File: config.mk
export PLATFORM = sky130hd
export DESIGN_NAME = sangdan_tatdan_2led
export DESIGN_NICKNAME = d
export VERILOG_FILES = /design/src/rtl/sangdan_tatdan_2led.sv
export SDC_FILE = /design/constraint.sdc
export NUM_CORES = 1
export LEC_CHECK = 0
export ABC_AREA = 1
export CAP_MARGIN = 10
export CORE_AREA = 10 10 47 49
export CTS_CLUSTER_DIAMETER = 200
export DETAILED_ROUTE_END_ITERATION = 8
export DIE_AREA = 0 0 57 59
export GPL_ROUTABILITY_DRIVEN = 0
export MAX_ROUTING_LAYER = met4
export PLACE_DENSITY = 0.52
export SKIP_LAST_GASP = 1
export SLEW_MARGIN = 20
export SYNTH_ARGS = -nofsm -noshare
export SYNTH_HDL_FRONTEND = slang
export SYNTH_SLANG_ARGS = --single-unit
export TNS_END_PERCENT = 20
File: constraint.sdc
create_clock -name clk -period 1 [get_ports clk]
set_clock_uncertainty 0.1 [all_clocks]
set_input_delay 0.2 -clock clk [delete_from_list [all_inputs] [get_ports clk]]
set_output_delay 0.2 -clock clk [all_outputs]
set_load 0.05 [all_outputs]
File: src/rtl/sangdan_tatdan_2led.sv
// sangdan_tatdan_2led: 8-LED two-at-a-time chaser.
// LEDs fill pairwise from bit 0 upward (00->03->0F->3F->FF), then drain pairwise
// from bit 0 upward (FF->FC->F0->C0->00), and the cycle repeats. A prescaler
// divides the board clock so the pattern steps once every TICK_DIV clocks.
//
// Optional feature, macro SANGDAN_HOLD_EN: when defined, the pattern dwells at
// FF and at 00 for HOLD_TICKS extra steps. When undefined, HOLD_TICKS is ignored
// and the hold states are unreachable.
//
// Reset rs is synchronous and active-high; it has priority over a step.

module sangdan_tatdan_2led #(
  parameter int unsigned TICK_DIV   = 1,  // clocks per pattern step, >= 1
  parameter int unsigned HOLD_TICKS = 2   // extra steps at FF and 00 (hold build only)
) (
  input  logic       clk,
  input  logic       rs,
  output logic [7:0] led
);

  // Effective hold length; forced to zero when the hold feature is not built in.
`ifdef SANGDAN_HOLD_EN
  localparam int unsigned HOLD_STEPS = HOLD_TICKS;
`else
  localparam int unsigned HOLD_STEPS = 0 * HOLD_TICKS;
`endif

  // Prescaler sizing: width max(1, clog2(TICK_DIV)), wraps at TICK_DIV-1.
  localparam int unsigned DW = (TICK_DIV > 1) ? $clog2(TICK_DIV) : 1;
  localparam logic [DW-1:0] DIV_LAST = DW'((TICK_DIV > 0) ? TICK_DIV - 1 : 0);

  // Hold counter sizing: counts 0 .. HOLD_STEPS-1.
  localparam int unsigned HW = (HOLD_STEPS > 1) ? $clog2(HOLD_STEPS) : 1;
  localparam logic [HW-1:0] HOLD_LAST = HW'((HOLD_STEPS > 0) ? HOLD_STEPS - 1 : 0);

  // Pattern end points.
  localparam logic [7:0] LED_FULL  = 8'hFF;
  localparam logic [7:0] LED_EMPTY = 8'h00;

  // FSM state encoding.
  localparam logic [1:0] FILL       = 2'd0;
  localparam logic [1:0] DRAIN      = 2'd1;
  localparam logic [1:0] HOLD_FULL  = 2'd2;
  localparam logic [1:0] HOLD_EMPTY = 2'd3;

  logic [DW-1:0] div, div_nxt;
  logic          tick;
  logic [1:0]    state, state_nxt;
  logic [HW-1:0] hcnt, hcnt_nxt;
  logic [7:0]    led_nxt;
  logic [7:0]    fill_val;
  logic [7:0]    drain_val;
  logic          hold_done;

  // Prescaler: tick marks the last clock of each step period.
  always_comb begin
    tick    = (div == DIV_LAST);
    div_nxt = tick ? '0 : div + 1'b1;
  end

  // Candidate next patterns and hold-exit condition.
  always_comb begin
    fill_val  = {led[5:0], 2'b11};
    drain_val = {led[5:0], 2'b00};
    hold_done = (hcnt == HOLD_LAST);
  end

  // Next-state logic: the pattern and FSM move only on a prescaler tick.
  always_comb begin
    state_nxt = state;
    led_nxt   = led;
    hcnt_nxt  = hcnt;
    if (tick) begin
      case (state)
        FILL: begin
          led_nxt = fill_val;
          if (fill_val == LED_FULL) begin
            hcnt_nxt  = '0;
            state_nxt = (HOLD_STEPS == 0) ? DRAIN : HOLD_FULL;
          end
        end
        DRAIN: begin
          led_nxt = drain_val;
          if (drain_val == LED_EMPTY) begin
            hcnt_nxt  = '0;
            state_nxt = (HOLD_STEPS == 0) ? FILL : HOLD_EMPTY;
          end
        end
        HOLD_FULL: begin
          // led stays FF; leave after HOLD_STEPS ticks.
          if (hold_done) begin
            hcnt_nxt  = '0;
            state_nxt = DRAIN;
          end else begin
            hcnt_nxt = hcnt + 1'b1;
          end
        end
        HOLD_EMPTY: begin
          // led stays 00; leave after HOLD_STEPS ticks.
          if (hold_done) begin
            hcnt_nxt  = '0;
            state_nxt = FILL;
          end else begin
            hcnt_nxt = hcnt + 1'b1;
          end
        end
        default: begin
          state_nxt = FILL;
          led_nxt   = LED_EMPTY;
          hcnt_nxt  = '0;
        end
      endcase
    end
  end

  // State registers with synchronous reset taking priority over a tick.
  always_ff @(posedge clk) begin
    if (rs) begin
      div   <= '0;
      state <= FILL;
      hcnt  <= '0;
      led   <= LED_EMPTY;
    end else begin
      div   <= div_nxt;
      state <= state_nxt;
      hcnt  <= hcnt_nxt;
      led   <= led_nxt;
    end
  end

endmodule

Yosys cells after proc, flatten, opt, wreduce, memory -nomap -nowiden

Index checks and enable logic that the tools add are counted.
W data, S select, Z words.

Output and inout bits: 8
Input bits: 2
Bits in registers: 12
Word-level logic and storage cells: 33

Reductions and logical operators: 8
Equal/unequal tests: 8
Bitwise operators: 1
Add/sub/neg operators: 2
Muxes and demuxes: 10

Operators by type and width:

| kind                  | number |
|---|---|
| $pmux W8 S2           | 1 |
| $logic_not A8 Y1      | 1 |
| $mux W2               | 4 |
| $ne A2 B2 Y1 const B  | 4 |
| $pmux W2 S4           | 1 |
| $eq A6 B6 Y1 const B  | 1 |
| $reduce_and A5 Y1     | 1 |
| $eq A2 B2 Y1 const B  | 2 |
| $reduce_or A2 Y1      | 2 |
| $mux W1               | 3 |
| $pmux W1 S3           | 1 |
| $reduce_and A3 Y1     | 1 |
| $add A1 B1 Y1 const B | 2 |
| $eq A2 B1 Y1 const B  | 1 |
| $logic_not A2 Y1      | 1 |
| $reduce_and A2 Y1     | 1 |
| $reduce_bool A2 Y1    | 1 |
| $not A1 Y1            | 1 |

Logic depth before layout (Yosys ltp)

Depth after elaboration: 3
Depth in mapped cells: 5
Depth with buffers taken out: 5

Worst setup path before layout

Ideal clock, no wire load.

Path kind: register to output
From: register led[3]
To: output led[3]
Arrival time: 0.964 ns
Required time: 0.700 ns
Buffers on the path: 1
Cell stages (with the launch flop): 2
Path slack: -0.264 ns
Cells stage by stage: dfxtp_1 buf_4

RTL lines:

| item                   | line | source |
|---|---|---|
| from (decl)            | 18   | `output logic [7:0] led` |
| from (signal assigned) | 127  | `led <= led_nxt;` |

No word-level cell between the ends.

==> flow_results.xml <==
<?xml version="1.0" encoding="UTF-8"?>
<metrics>
  <group name="outcome">
    <metric name="outcome" unit="">finished, violations left</metric>
    <metric name="violated_checks" unit="">setup timing</metric>
  </group>
  <group name="synthesis">
    <metric name="synth_warnings" unit="">0</metric>
    <metric name="synthesis.nets" unit="">33</metric>
    <metric name="synth_top_cells_by_count" unit="">6 x sky130_fd_sc_hd__dfxtp_1, 5 x sky130_fd_sc_hd__nor2_1, 4 x sky130_fd_sc_hd__buf_4, 4 x sky130_fd_sc_hd__o21ai_0</metric>
    <metric name="synthesis_stage_register_bit_count" unit="">6</metric>
    <metric name="synthesis.area" unit="sq um">248</metric>
    <metric name="number_of_enable_flip_flop_cells_after_synthesis" unit="">0</metric>
    <metric name="syn-instance-count" unit="">31</metric>
    <metric name="synth_top_area_share" unit="%">48.5</metric>
    <metric name="post-synth-top-area-cell" unit="">sky130_fd_sc_hd__dfxtp_1</metric>
    <metric name="yosys.cell_count.top_type" unit="">sky130_fd_sc_hd__dfxtp_1</metric>
    <metric name="synth.lib_cells_used.distinct" unit="">11</metric>
    <metric name="flip_flop_cell_with_the_highest_count_after_synthesis" unit="">sky130_fd_sc_hd__dfxtp_1</metric>
    <metric name="ys_async_sr_fraction" unit="%">0</metric>
    <metric name="ys_top_cells_by_area" unit="">sky130_fd_sc_hd__dfxtp_1 48%, sky130_fd_sc_hd__buf_4 12%, sky130_fd_sc_hd__o21ai_0 8.1%</metric>
    <metric name="syn_avg_cell_area" unit="sq um">7.99</metric>
    <metric name="synth_sequential_area_ratio" unit="%">48.5</metric>
  </group>
  <group name="setup_path">
    <metric name="number_of_cell_instances_on_the_worst_register_to_register_path" unit="">4</metric>
    <metric name="path_class" unit="">flop to output pin</metric>
    <metric name="setup.worst_path.end_class" unit="">output pin</metric>
    <metric name="worst-path-stages" unit="">1</metric>
    <metric name="critical-path-max-stage-delay" unit="ns">0.38</metric>
    <metric name="critPathTopFamily" unit="">flip-flops</metric>
    <metric name="cpMaxStageDelayCell" unit="">sky130_fd_sc_hd__dfxtp_4</metric>
    <metric name="timing.critical_path.fanout_max" unit="">4</metric>
    <metric name="critical_path.n_buffers_inverters" unit="">1</metric>
    <metric name="crit_arrival" unit="ns">0.78</metric>
    <metric name="path_cells" unit="">buf_12</metric>
    <metric name="critical_path.startpoint_type" unit="">flop</metric>
    <metric name="worstPathRequired" unit="ns">0.70</metric>
  </group>
  <group name="finish">
    <metric name="synthToLayoutAreaGrowth" unit="%">87.4</metric>
    <metric name="footprint_of_the_multi_input_gates" unit="sq um">82.6</metric>
    <metric name="drive_gt1_share" unit="%">47.6</metric>
    <metric name="layoutNonFillerInstCount" unit="">58</metric>
    <metric name="storage_cell_area" unit="sq um">135</metric>
    <metric name="fin_area" unit="sq um">464</metric>
    <metric name="num_antenna_cells" unit="">0</metric>
    <metric name="finalNetCount" unit="">45</metric>
    <metric name="layout.filler_cells" unit="">153</metric>
  </group>
  <group name="place">
    <metric name="place.port_buffers" unit="">9</metric>
    <metric name="dpl-instance-area" unit="sq um">415</metric>
    <metric name="dpl.cell_count" unit="">52</metric>
    <metric name="post-dp-hpwl" unit="um">389</metric>
  </group>
  <group name="clock_network">
    <metric name="count_of_h_tree_levels_built_during_cts" unit="">1</metric>
    <metric name="cts.path.max_buffers" unit="">2</metric>
    <metric name="cts.sink_count" unit="">6</metric>
    <metric name="cts_tree" unit="">yes</metric>
    <metric name="clock_tree.root_cell" unit="">sky130_fd_sc_hd__clkbuf_4</metric>
    <metric name="clk_transition_reported_paths" unit="ns">0.05</metric>
    <metric name="cts_buffers" unit="">3</metric>
    <metric name="insertion_delay" unit="ns">0.26</metric>
  </group>
  <group name="global_routing">
    <metric name="grt_pass1_vias" unit="">167</metric>
    <metric name="grt_antenna_before_repair" unit="">0</metric>
    <metric name="use_met2" unit="%">3.72</metric>
    <metric name="grt_usage" unit="%">3.15</metric>
    <metric name="grt_max_degree" unit="">6</metric>
    <metric name="grtUsageMet1" unit="%">2.24</metric>
    <metric name="remaining_overflow_grt" unit="">0</metric>
    <metric name="global_route_wire_length_before_repair" unit="um">703</metric>
    <metric name="grt_util_met3" unit="%">4.08</metric>
    <metric name="gr-max-usage-layer" unit="">met3</metric>
  </group>
  <group name="route">
    <metric name="routed_via_density" unit="">3.71</metric>
    <metric name="wl_per_cell" unit="um">8.64</metric>
    <metric name="post-route-drc-count" unit="">0</metric>
    <metric name="dr.pass1.iters" unit="">3</metric>
    <metric name="drt_iter0_markers" unit="">2</metric>
    <metric name="ant_nets" unit="">0</metric>
    <metric name="route.final.wire_length" unit="um">501</metric>
    <metric name="total_number_of_vias" unit="">215</metric>
  </group>
  <group name="timing">
    <metric name="fmax" unit="MHz">926</metric>
    <metric name="final-max-slew-violation-count" unit="">0</metric>
    <metric name="grt_setup_unrepaired" unit="">yes</metric>
    <metric name="finalHoldWorstSlack" unit="ns">0.395</metric>
    <metric name="post_layout_worst_setup_margin" unit="ns">-0.0796</metric>
    <metric name="final-setup-viol-count" unit="">8</metric>
    <metric name="finalHoldViolCount" unit="">0</metric>
    <metric name="layout_worst_path_cycle_share" unit="%">108</metric>
    <metric name="fin_crit" unit="ns">1.08</metric>
  </group>
  <group name="floorplanning">
    <metric name="floorplan.initialDensity" unit="%">17.7</metric>
    <metric name="fp.dieArea" unit="sq mm">0.00336</metric>
    <metric name="core" unit="sq mm">0.00140</metric>
    <metric name="chipWidth" unit="um">57</metric>
    <metric name="rows" unit="">14</metric>
    <metric name="floorplan.io_pins" unit="">10</metric>
    <metric name="die-height" unit="um">59</metric>
  </group>
  <group name="worst_hold_path">
    <metric name="worstHoldPathType" unit="">flop to flop</metric>
    <metric name="min_path_cells" unit="">1</metric>
  </group>
  <group name="power">
    <metric name="vdd_drop_max" unit="mV">0.479</metric>
    <metric name="static-leakage-power" unit="nW">0.197</metric>
    <metric name="power_per_cell_area" unit="mW/mm^2">1560</metric>
  </group>
  <group name="flow_run">
    <metric name="max_cap_violations" unit="">0</metric>
  </group>
</metrics>
## cell usage in the layout, fill, tap and decap left out, types with 2 or more instances in the layout
| master | count |
|---|---|
| sky130_fd_sc_hd__a21oi_1 | 2 |
| sky130_fd_sc_hd__buf_12 | 8 |
| sky130_fd_sc_hd__buf_4 | 2 |
| sky130_fd_sc_hd__clkbuf_4 | 3 |
| sky130_fd_sc_hd__dfxtp_1 | 2 |
| sky130_fd_sc_hd__dfxtp_4 | 4 |
| sky130_fd_sc_hd__inv_1 | 3 |
| sky130_fd_sc_hd__nand2_1 | 3 |
| sky130_fd_sc_hd__nor2_1 | 5 |
| sky130_fd_sc_hd__o21ai_0 | 4 |
## kinds of logic (layout without fill, tap and decap cells)
logic type | after synthesis | count (layout) | share of synthesized area, %
flip-flops | 6 | 6 | 48.5
AO/OA/AOI/OAI | 7 | 7 | 15.7
other | 1 | 1 | 1.51
buffers and inverters | 8 | 19 | 18.2
AND/OR/NAND/NOR | 9 | 9 | 16.2
## cell type report
class,instances,area share (%)
inverters,4,3.23
flip-flops and latches,6,29.1
clock buffers,4,5.66
multi-input cells,17,17.8
repair buffers,11,39.9
well taps,16,4.31
## what timing repair did
| action | 4_1_cts | 5_1_grt |
|---|---|---|
| buffers inserted | 2 | 0 |
| gates resized for setup | 3 | 0 |
| hold buffers | 0 | 0 |
| setup endpoints to repair | 8 | 10 |
## registers in the layout, indices dropped and copies added, names as in the netlist
signal  cells
div         1
led         4
state       1
## worst paths after layout
check,start,end,slack [ns]
setup / recovery,led[3]$_SDFFE_PP0N_,led[2],-0.08
setup reg to reg,led[3]$_SDFFE_PP0N_,state[0]$_SDFFE_PP0P_,0.04
hold reg to reg,div$_SDFF_PP0_,led[1]$_SDFFE_PP0N_,0.39
hold / removal,div$_SDFF_PP0_,led[1]$_SDFFE_PP0N_,0.39
## stage by stage
step	power (mW)	utilization [%]	setup slack (ns)	TNS, ns
2_1_floorplan	0.383	-	-0.0541	-0.132
3_3_place_gp	0.474	29.6	-0.0938	-0.382
3_5_place_dp	0.475	29.6	-0.0884	-0.391
4_1_cts	0.731	33.1	-0.0812	-0.620
5_1_grt	0.753	33.1	-0.101	-0.782
6_report	0.723	33.1	-0.0796	-0.574
## where the power goes
part           switching (mW)  internal, mW  leakage [nW]
clock network          0.0983         0.152        0.0150
registers              0.0239         0.250        0.0521
logic                   0.102        0.0962         0.130
total                   0.224         0.498         0.197
## per-layer routing
metal,part of all wire (%),wire (um)
met1,38,188
met5,0,0
met4,3.8,19
met3,14,70
met2,44,222
Note: power is estimated with default switching activity, not from simulation.
